===== src/rtl/arith_pkg.sv =====
// Shared decode constants, ALU function encoding and immediate helpers for the
// integer execute units.
package arith_pkg;

    localparam logic [6:0] OPC_OP_IMM = 7'b0010011;
    localparam logic [6:0] OPC_OP     = 7'b0110011;
    localparam logic [6:0] OPC_LUI    = 7'b0110111;
    localparam logic [6:0] OPC_AUIPC  = 7'b0010111;
    localparam logic [6:0] OPC_JAL    = 7'b1101111;
    localparam logic [6:0] OPC_JALR   = 7'b1100111;

    localparam logic [2:0] F3_ADD  = 3'b000;
    localparam logic [2:0] F3_SLL  = 3'b001;
    localparam logic [2:0] F3_SLT  = 3'b010;
    localparam logic [2:0] F3_SLTU = 3'b011;
    localparam logic [2:0] F3_XOR  = 3'b100;
    localparam logic [2:0] F3_SR   = 3'b101;
    localparam logic [2:0] F3_OR   = 3'b110;
    localparam logic [2:0] F3_AND  = 3'b111;

    localparam logic [6:0] F7_BASE   = 7'h00;
    localparam logic [6:0] F7_ALT    = 7'h20;
    localparam logic [6:0] F7_MULDIV = 7'h01;

    typedef enum logic [3:0] {
        ALU_ADD,
        ALU_SUB,
        ALU_SLL,
        ALU_SLT,
        ALU_SLTU,
        ALU_XOR,
        ALU_SRL,
        ALU_SRA,
        ALU_OR,
        ALU_AND,
        ALU_PASS,
        ALU_MUL,
        ALU_MULH,
        ALU_MULHSU,
        ALU_MULHU
    } alu_op_e;

    // I-type immediate: inst[31:20], sign-extended to 32 bits.
    function automatic logic [31:0] imm_i(input logic [11:0] imm12);
        return {{20{imm12[11]}}, imm12};
    endfunction

    // U-type immediate: inst[31:12] placed in the upper 20 bits.
    function automatic logic [31:0] imm_u(input logic [19:0] imm20);
        return {imm20, 12'b0};
    endfunction

endpackage


===== src/rtl/arith_pipe_if.sv =====
// Issue and writeback channels between the reservation station / CDB and the
// pipelined arithmetic unit.
interface arith_pipe_if #(
    parameter int XLEN  = 32,
    parameter int TAG_W = 6
);
    // Both channels use valid/ready: a transfer happens on a rising edge where
    // valid and ready are both 1; a raised valid holds its payload until then.
    logic              issue_valid_i;
    logic              issue_ready_o;
    logic [TAG_W-1:0]  issue_tag_i;
    logic [XLEN-1:0]   pc_i;
    logic [31:0]       inst_i;
    logic [XLEN-1:0]   rs1_value_i;
    logic [XLEN-1:0]   rs2_value_i;

    logic              writeback_valid_o;
    logic              writeback_ready_i;
    logic [TAG_W-1:0]  writeback_tag_o;
    logic [XLEN-1:0]   writeback_value_o;
    logic              writeback_illegal_o;

    modport master (
        output issue_valid_i, issue_tag_i, pc_i, inst_i, rs1_value_i, rs2_value_i,
        output writeback_ready_i,
        input  issue_ready_o,
        input  writeback_valid_o, writeback_tag_o, writeback_value_o, writeback_illegal_o
    );

    modport slave (
        input  issue_valid_i, issue_tag_i, pc_i, inst_i, rs1_value_i, rs2_value_i,
        input  writeback_ready_i,
        output issue_ready_o,
        output writeback_valid_o, writeback_tag_o, writeback_value_o, writeback_illegal_o
    );
endinterface


===== src/rtl/alu_core.sv =====
// Combinational integer ALU shared by the arithmetic pipe and the branch unit.
// Multiply functions are evaluated by the caller and yield 0 here.
module alu_core
    import arith_pkg::*;
#(
    parameter int XLEN = 32
) (
    input  logic [XLEN-1:0] op1,
    input  logic [XLEN-1:0] op2,
    input  alu_op_e         func,
    output logic [XLEN-1:0] result
);
    localparam int SHW = $clog2(XLEN);

    logic [SHW-1:0] shamt;
    logic           lt_signed;
    logic           lt_unsigned;

    assign shamt       = op2[SHW-1:0];
    assign lt_signed   = $signed(op1) < $signed(op2);
    assign lt_unsigned = op1 < op2;

    always_comb begin
        result = '0;
        case (func)
            ALU_ADD:  result = op1 + op2;
            ALU_SUB:  result = op1 - op2;
            ALU_SLL:  result = op1 << shamt;
            ALU_SLT:  result = XLEN'(lt_signed);
            ALU_SLTU: result = XLEN'(lt_unsigned);
            ALU_XOR:  result = op1 ^ op2;
            ALU_SRL:  result = op1 >> shamt;
            ALU_SRA:  result = $unsigned($signed(op1) >>> shamt);
            ALU_OR:   result = op1 | op2;
            ALU_AND:  result = op1 & op2;
            ALU_PASS: result = op2;
            default:  result = '0;
        endcase
    end
endmodule


===== src/rtl/arith_pipe.sv =====
// Pipelined integer execute unit: decode + ALU/multiply ahead of S1, then
// LATENCY stall-able register stages with flush; results leave from the last stage.
module arith_pipe
    import arith_pkg::*;
#(
    parameter int XLEN       = 32,
    parameter int TAG_W      = 6,
    parameter int LATENCY    = 2,
    parameter bit ENABLE_MUL = 1'b1
) (
    input  logic         clk_i,
    input  logic         reset_ni,
    input  logic         flush_i,
    output logic         busy_o,
    arith_pipe_if.slave  bus
);
    typedef struct packed {
        logic             valid;
        logic [TAG_W-1:0] tag;
        logic [XLEN-1:0]  value;
        logic             illegal;
    } stage_t;

    logic [6:0]      opcode;
    logic [2:0]      funct3;
    logic [6:0]      funct7;
    logic [XLEN-1:0] imm_i_x;
    logic [XLEN-1:0] imm_u_x;
    logic            shift_ok;
    logic            unused_rd;

    alu_op_e         alu_func;
    logic [XLEN-1:0] alu_op1;
    logic [XLEN-1:0] alu_op2;
    logic [XLEN-1:0] alu_result;
    logic            illegal;
    logic            is_mul;

    logic signed [XLEN:0]     mul_a;
    logic signed [XLEN:0]     mul_b;
    logic signed [2*XLEN+1:0] mul_p;
    logic [XLEN-1:0]          mul_result;
    logic                     unused_mul;

    stage_t          stage_q [LATENCY];
    stage_t          entry;
    logic            stall;
    logic            issue_fire;

    assign opcode    = bus.inst_i[6:0];
    assign funct3    = bus.inst_i[14:12];
    assign funct7    = bus.inst_i[31:25];
    assign imm_i_x   = XLEN'($signed(imm_i(bus.inst_i[31:20])));
    assign imm_u_x   = XLEN'($signed(imm_u(bus.inst_i[31:12])));
    assign unused_rd = ^bus.inst_i[11:7];

    // Immediate shifts: bit 30 selects arithmetic; bit 25 is shamt[5] on RV64 only.
    assign shift_ok = ({bus.inst_i[31], bus.inst_i[29:26]} == 5'd0) &&
                      ((XLEN == 64) || !bus.inst_i[25]);

    always_comb begin
        alu_func = ALU_PASS;
        alu_op1  = bus.rs1_value_i;
        alu_op2  = '0;
        illegal  = 1'b1;
        case (opcode)
            OPC_OP_IMM: begin
                alu_op2 = imm_i_x;
                illegal = 1'b0;
                case (funct3)
                    F3_ADD:  alu_func = ALU_ADD;
                    F3_SLT:  alu_func = ALU_SLT;
                    F3_SLTU: alu_func = ALU_SLTU;
                    F3_XOR:  alu_func = ALU_XOR;
                    F3_OR:   alu_func = ALU_OR;
                    F3_AND:  alu_func = ALU_AND;
                    F3_SLL: begin
                        if (shift_ok && !bus.inst_i[30]) alu_func = ALU_SLL;
                        else                             illegal  = 1'b1;
                    end
                    default: begin
                        if (shift_ok) alu_func = bus.inst_i[30] ? ALU_SRA : ALU_SRL;
                        else          illegal  = 1'b1;
                    end
                endcase
            end
            OPC_OP: begin
                alu_op2 = bus.rs2_value_i;
                case (funct7)
                    F7_BASE: begin
                        illegal = 1'b0;
                        case (funct3)
                            F3_ADD:  alu_func = ALU_ADD;
                            F3_SLL:  alu_func = ALU_SLL;
                            F3_SLT:  alu_func = ALU_SLT;
                            F3_SLTU: alu_func = ALU_SLTU;
                            F3_XOR:  alu_func = ALU_XOR;
                            F3_SR:   alu_func = ALU_SRL;
                            F3_OR:   alu_func = ALU_OR;
                            default: alu_func = ALU_AND;
                        endcase
                    end
                    F7_ALT: begin
                        if (funct3 == F3_ADD) begin
                            alu_func = ALU_SUB;
                            illegal  = 1'b0;
                        end else if (funct3 == F3_SR) begin
                            alu_func = ALU_SRA;
                            illegal  = 1'b0;
                        end
                    end
                    F7_MULDIV: begin
                        // DIV/REM (funct3[2] = 1) stay illegal.
                        if (ENABLE_MUL && !funct3[2]) begin
                            illegal = 1'b0;
                            case (funct3[1:0])
                                2'b00:   alu_func = ALU_MUL;
                                2'b01:   alu_func = ALU_MULH;
                                2'b10:   alu_func = ALU_MULHSU;
                                default: alu_func = ALU_MULHU;
                            endcase
                        end
                    end
                    default: illegal = 1'b1;
                endcase
            end
            OPC_LUI: begin
                alu_op2 = imm_u_x;
                illegal = 1'b0;
            end
            OPC_AUIPC: begin
                alu_func = ALU_ADD;
                alu_op1  = bus.pc_i;
                alu_op2  = imm_u_x;
                illegal  = 1'b0;
            end
            OPC_JAL, OPC_JALR: begin
                alu_func = ALU_ADD;
                alu_op1  = bus.pc_i;
                alu_op2  = XLEN'(4);
                illegal  = 1'b0;
            end
            default: illegal = 1'b1;
        endcase
    end

    alu_core #(.XLEN(XLEN)) u_alu (
        .op1    (alu_op1),
        .op2    (alu_op2),
        .func   (alu_func),
        .result (alu_result)
    );

    // One extra operand bit turns all three signedness mixes into one signed multiply.
    assign is_mul = (alu_func == ALU_MUL) || (alu_func == ALU_MULH) ||
                    (alu_func == ALU_MULHSU) || (alu_func == ALU_MULHU);
    assign mul_a  = {((alu_func == ALU_MULH) || (alu_func == ALU_MULHSU)) &
                     bus.rs1_value_i[XLEN-1], bus.rs1_value_i};
    assign mul_b  = {(alu_func == ALU_MULH) & bus.rs2_value_i[XLEN-1], bus.rs2_value_i};
    assign mul_p  = mul_a * mul_b;
    assign mul_result = (alu_func == ALU_MUL) ? mul_p[XLEN-1:0] : mul_p[2*XLEN-1:XLEN];
    assign unused_mul = ^mul_p[2*XLEN+1:2*XLEN];

    assign stall             = stage_q[LATENCY-1].valid & ~bus.writeback_ready_i;
    assign bus.issue_ready_o = ~stall;
    assign issue_fire        = bus.issue_valid_i & ~stall & ~flush_i;

    always_comb begin
        entry.valid   = issue_fire;
        entry.tag     = bus.issue_tag_i;
        entry.illegal = illegal;
        entry.value   = illegal ? '0 : (is_mul ? mul_result : alu_result);
    end

    always_ff @(posedge clk_i or negedge reset_ni) begin
        if (!reset_ni) begin
            for (int i = 0; i < LATENCY; i++) stage_q[i] <= '0;
        end else if (flush_i) begin
            for (int i = 0; i < LATENCY; i++) stage_q[i].valid <= 1'b0;
        end else if (!stall) begin
            stage_q[0] <= entry;
            for (int i = 1; i < LATENCY; i++) stage_q[i] <= stage_q[i-1];
        end
    end

    always_comb begin
        busy_o = 1'b0;
        for (int i = 0; i < LATENCY; i++) busy_o = busy_o | stage_q[i].valid;
    end

    assign bus.writeback_valid_o   = stage_q[LATENCY-1].valid;
    assign bus.writeback_tag_o     = stage_q[LATENCY-1].tag;
    assign bus.writeback_value_o   = stage_q[LATENCY-1].value;
    assign bus.writeback_illegal_o = stage_q[LATENCY-1].illegal;
endmodule


===== src/flat_wrapper.sv =====
// flat-port wrapper written by rule: the top's interface ports become plain ports
module arith_pipe_flat import arith_pkg::*;
#(
    parameter int XLEN       = 32,
    parameter int TAG_W      = 6,
    parameter int LATENCY    = 2,
    parameter bit ENABLE_MUL = 1'b1
)
  (clk_i, reset_ni, flush_i, busy_o, bus_issue_valid_i, bus_issue_tag_i, bus_pc_i, bus_inst_i, bus_rs1_value_i, bus_rs2_value_i, bus_writeback_ready_i, bus_issue_ready_o, bus_writeback_valid_o, bus_writeback_tag_o, bus_writeback_value_o, bus_writeback_illegal_o);
  arith_pipe_if #(.XLEN(XLEN), .TAG_W(TAG_W)) bus_i ();
  input  logic clk_i;
  input  logic reset_ni;
  input  logic flush_i;
  output logic busy_o;
  input wire logic [$bits(bus_i.issue_valid_i)-1:0] bus_issue_valid_i;
  input wire logic [$bits(bus_i.issue_tag_i)-1:0] bus_issue_tag_i;
  input wire logic [$bits(bus_i.pc_i)-1:0] bus_pc_i;
  input wire logic [$bits(bus_i.inst_i)-1:0] bus_inst_i;
  input wire logic [$bits(bus_i.rs1_value_i)-1:0] bus_rs1_value_i;
  input wire logic [$bits(bus_i.rs2_value_i)-1:0] bus_rs2_value_i;
  input wire logic [$bits(bus_i.writeback_ready_i)-1:0] bus_writeback_ready_i;
  output wire logic [$bits(bus_i.issue_ready_o)-1:0] bus_issue_ready_o;
  output wire logic [$bits(bus_i.writeback_valid_o)-1:0] bus_writeback_valid_o;
  output wire logic [$bits(bus_i.writeback_tag_o)-1:0] bus_writeback_tag_o;
  output wire logic [$bits(bus_i.writeback_value_o)-1:0] bus_writeback_value_o;
  output wire logic [$bits(bus_i.writeback_illegal_o)-1:0] bus_writeback_illegal_o;
  assign bus_i.issue_valid_i = bus_issue_valid_i;
  assign bus_i.issue_tag_i = bus_issue_tag_i;
  assign bus_i.pc_i = bus_pc_i;
  assign bus_i.inst_i = bus_inst_i;
  assign bus_i.rs1_value_i = bus_rs1_value_i;
  assign bus_i.rs2_value_i = bus_rs2_value_i;
  assign bus_i.writeback_ready_i = bus_writeback_ready_i;
  assign bus_issue_ready_o = bus_i.issue_ready_o;
  assign bus_writeback_valid_o = bus_i.writeback_valid_o;
  assign bus_writeback_tag_o = bus_i.writeback_tag_o;
  assign bus_writeback_value_o = bus_i.writeback_value_o;
  assign bus_writeback_illegal_o = bus_i.writeback_illegal_o;
  arith_pipe #(.XLEN(XLEN), .TAG_W(TAG_W), .LATENCY(LATENCY), .ENABLE_MUL(ENABLE_MUL)) u_core (.clk_i(clk_i), .reset_ni(reset_ni), .flush_i(flush_i), .busy_o(busy_o), .bus(bus_i));
endmodule

===== config.mk =====
export PLATFORM = sky130hd
export DESIGN_NAME = arith_pipe_flat
export DESIGN_NICKNAME = d
export VERILOG_FILES = /design/src/rtl/arith_pkg.sv /design/src/rtl/arith_pipe_if.sv /design/src/rtl/alu_core.sv /design/src/rtl/arith_pipe.sv /design/src/flat_wrapper.sv
export SDC_FILE = /design/constraint.sdc
export NUM_CORES = 2
export LEC_CHECK = 0
export CORE_MARGIN = 5
export CORE_UTILIZATION = 35
export DETAILED_ROUTE_END_ITERATION = 6
export SETUP_SLACK_MARGIN = 0.2
export SYNTH_ARGS = -nofsm -noshare
export SYNTH_HDL_FRONTEND = slang
export SYNTH_SLANG_ARGS = --single-unit

===== constraint.sdc =====
create_clock -name clk_i -period 3.28 [get_ports clk_i]
set_input_delay 0.984 -clock clk_i [delete_from_list [all_inputs] [get_ports clk_i]]
set_output_delay 0.984 -clock clk_i [all_outputs]
set_load 0.005 [all_outputs]

==> qor.yml <==
synth:
  syn_avg_cell_area_um2: 8.23
  synth_top_cell_by_area: "fa_1"
  yosys_most_used_dff: "dfrtp_1"
  synth_top_area_share_pct: 43.0
  syn_area_um2: 52500
  ys_warn_count: 0
  synth_edf_count: 0
  yosys-top-cells-area: "fa_1 (43%), inv_1 (9.2%), nand2_1 (7.9%)"
  synth_nets: 7956
  ys_async_sr_fraction_pct: 100
  ys_seq_area_share_pct: 3.81
  yosysUniqueCellTypes: 103
  syn-instance-count: 6376
  ys_ff_latch: 80
detailed_routing:
  dr.pass1.iters: 7
  finalWirelength_um: 230000
  vias: 50400
  drc: 1
  drt_first_iter_violations: 4643
  wl_per_cell_um: 24.0
  ant_nets: 0
  via_per_inst: 5.26
timing:
  timing.slew.headroom_pct: 27.2
  finalSetupViolations: 32
  hold_viol_final: 0
  layout_setup_ws_ns: -6.34
  slew_viol_final: 0
  fmax_mhz: 104
  fin_crit_ns: 9.62
  rsz0062_at_grt: "true"
  period_share_pct: 293
  finClkSkew_ns: 0.0192
  tightest_slew_ns: 1.09
worst_setup_path:
  cp_slowest_cell: "fa_2"
  timing.rr.end: "u_core.stage_q[66]"
  crit_path_end_kind: "flop"
  cp_max_fo: 5
  required_ns: 3.58
  ff2ff_path_depth: 11
  crit_top_cell: "fa_1"
  worst-path-buf-inv: 9
  critPathMaxStageDelay_ns: 0.62
  r2r_start: "u_core.bus.writeback_valid_o"
  cp-start-kind: "primary input"
  rrSetupSlack_ns: 0.53
  critical_path_class: "in2reg"
  crit_family: "adder cells"
  crit_arrival_ns: 9.92
final_layout:
  layout_commonest_cell: "buf_4"
  fin_cells: 9594
  area_growth_pct: 32.7
  fin_nets: 9152
  final_cell_mix: "buf_4 (1275), inv_1 (1250), fa_1 (1111)"
  drive_gt1_share_pct: 24.7
floorplan:
  die_area_um2: 158000
  rows: 142
  dieWidth_um: 397
  io_pins: 181
  start_util_pct: 35.1
  fp.dieH_um: 397
  core_area_um2: 149000
global_routing:
  grt_pass1_vias: 52500
  grtUsageMet3_pct: 4.56
  use_met1_pct: 41.3
  grt_use_total_pct: 29.1
  grt_overflow: 0
  use_met2_pct: 46.3
  grt_first_pass_wirelength_um: 345000
  grt-busiest-layer: "met2"
  grt_start_max_net_pins: 61
  antenna_found_initial: 9
clock_network:
  cts.htree.levels: 3
  clock_latency_ns: 0.38
  clock-root-buffer: "clkbuf_16"
  cts_sinks: 80
  cts_buffers: 9
  cts.clk_slew.worst_paths_ns: 0.07
  cts_tree: "built"
  ctsHoldBuffers: 0
  clockBufferDepth: 2
placed_design:
  portBuffers: 175
  dp_hpwl_um: 200000
  gp_congestion: 1.03
  placedCellCount: 9496
job:
  maxCapViolCount: 0
worst_hold_path:
  min_from: "u_core.bus.writeback_value_o[7]"
  hold-path-cell-count: 2
  holdCritPathClass: "reg2reg"
  hold_end: "u_core.bus.writeback_value_o[7]"
run_status:
  status: "complete, but fails checks"
  violations: "DRC, setup timing"
## area by class of cell
type,instances,area (µm²)
diodes,3,7.51
clock buffers,11,243
clock inverters,3,67.6
fillers,14600,79800
inverters,1287,4860
multi-input cells,4556,45500
flip-flops and latches,80,2000
well taps,2016,2520
repair buffers,1638,14500
## metrics by stage
| step | instance area (µm²) | util, % | TNS, ns | setup WS (ns) | hold WS (ns) |
|---|---|---|---|---|---|
| after floorplan | 52900 | - | -183.07 | -6.32 | 0.439 |
| after CTS | 68800 | 46.0 | -188.01 | -6.13 | 0.471 |
| after global placement | 66900 | 44.8 | -226.14 | -7.41 | 0.444 |
| after detailed placement | 66900 | 44.8 | -229.76 | -7.55 | 0.455 |
| after global routing | 69600 | 46.6 | -201.00 | -6.57 | 0.501 |
| final | 69600 | 46.6 | -192.89 | -6.34 | 0.475 |
## flip-flops by register name, indices dropped and copies added (netlist names)
| name | flops |
|---|---|
| u_core.bus.writeback_valid_o | 1 |
| u_core.stage_q | 40 |
| u_core.bus.writeback_illegal_o | 1 |
| u_core.bus.writeback_value_o | 32 |
| u_core.bus.writeback_tag_o | 6 |
## routing by layer
layer	part of all wire, %	vias up	wire, µm
li1	-	22200	-
met1	44	25900	100000
met2	45	2034	103000
met3	8.0	285	18400
met4	3.5	4	8150
met5	0.012	-	28
## cell usage after synthesis (all sizes together) (9+ instances only)
cell type and instances:
o22ai 17, o211ai 49, nand3 139, o41ai 9, xnor2 52, nor2 194
a21oi 209, o21ai 211, nand2 1103, a211o 9, nand2b 25, buf 96
mux2i 59, nand4 37, or2 19, a221oi 38, a211oi 24, o21bai 24
nor3 52, o2111ai 17, a22oi 30, a221o 31, o221ai 13, o31ai 16
ha 314, or3 14, a2111oi 13, nor2b 11, clkbuf 358, a21o 50
xor2 31, mux2 28, fa 1127, nor4 30, a31o 10, a32oi 12
dfrtp 80, o21a 19, a31oi 43, and2 322, and3 40, inv 1285
## cells by family (layout without fill, tap and decap cells)
family,after synthesis,after routing,share of synthesized area (%)
simple gates,2017,2018,17.6
fa+ha+maj,1441,1441,50.5
buf+inv,1741,2939,12.9
compound gates,922,922,11.9
mux,92,92,1.94
flops,80,80,3.81
other cells,0,3,0
xor+xnor,83,83,1.38
## how the worst max path moves through the flow
stage | from | to | slack, ns | cells after the start
2_1_floorplan | bus_inst_i[13] | u_core.stage_q[68] | -6.32 | 37
3_3_place_gp | bus_inst_i[13] | u_core.stage_q[70] | -7.41 | 35
3_5_place_dp | bus_inst_i[13] | u_core.stage_q[70] | -7.55 | 35
4_1_cts | bus_inst_i[27] | u_core.stage_q[68] | -6.13 | 37
5_1_grt | bus_inst_i[12] | u_core.stage_q[68] | -6.57 | 40
6_report | bus_inst_i[27] | u_core.stage_q[68] | -6.34 | 36
## repair_timing
item	4_1_cts	5_1_grt
gates cloned	4	0
pin swaps	139	137
endpoints found under the hold margin	0	0
gates resized for setup	287	161
endpoints found under the setup margin	34	32
buffers inserted	48	29
## worst register-to-register path: cells and delay by family, from the launching register on
kind / cells / cell delay (ns)
AOI/OAI and AO/OA: 3 / 0.79
DFF: 1 / 0.40
buffers and inverters: 3 / 0.54
and+or+nand+nor: 5 / 0.88
Power is not shown: default switching activity piles up to over one toggle a cycle in this logic, so the estimate is an artifact.
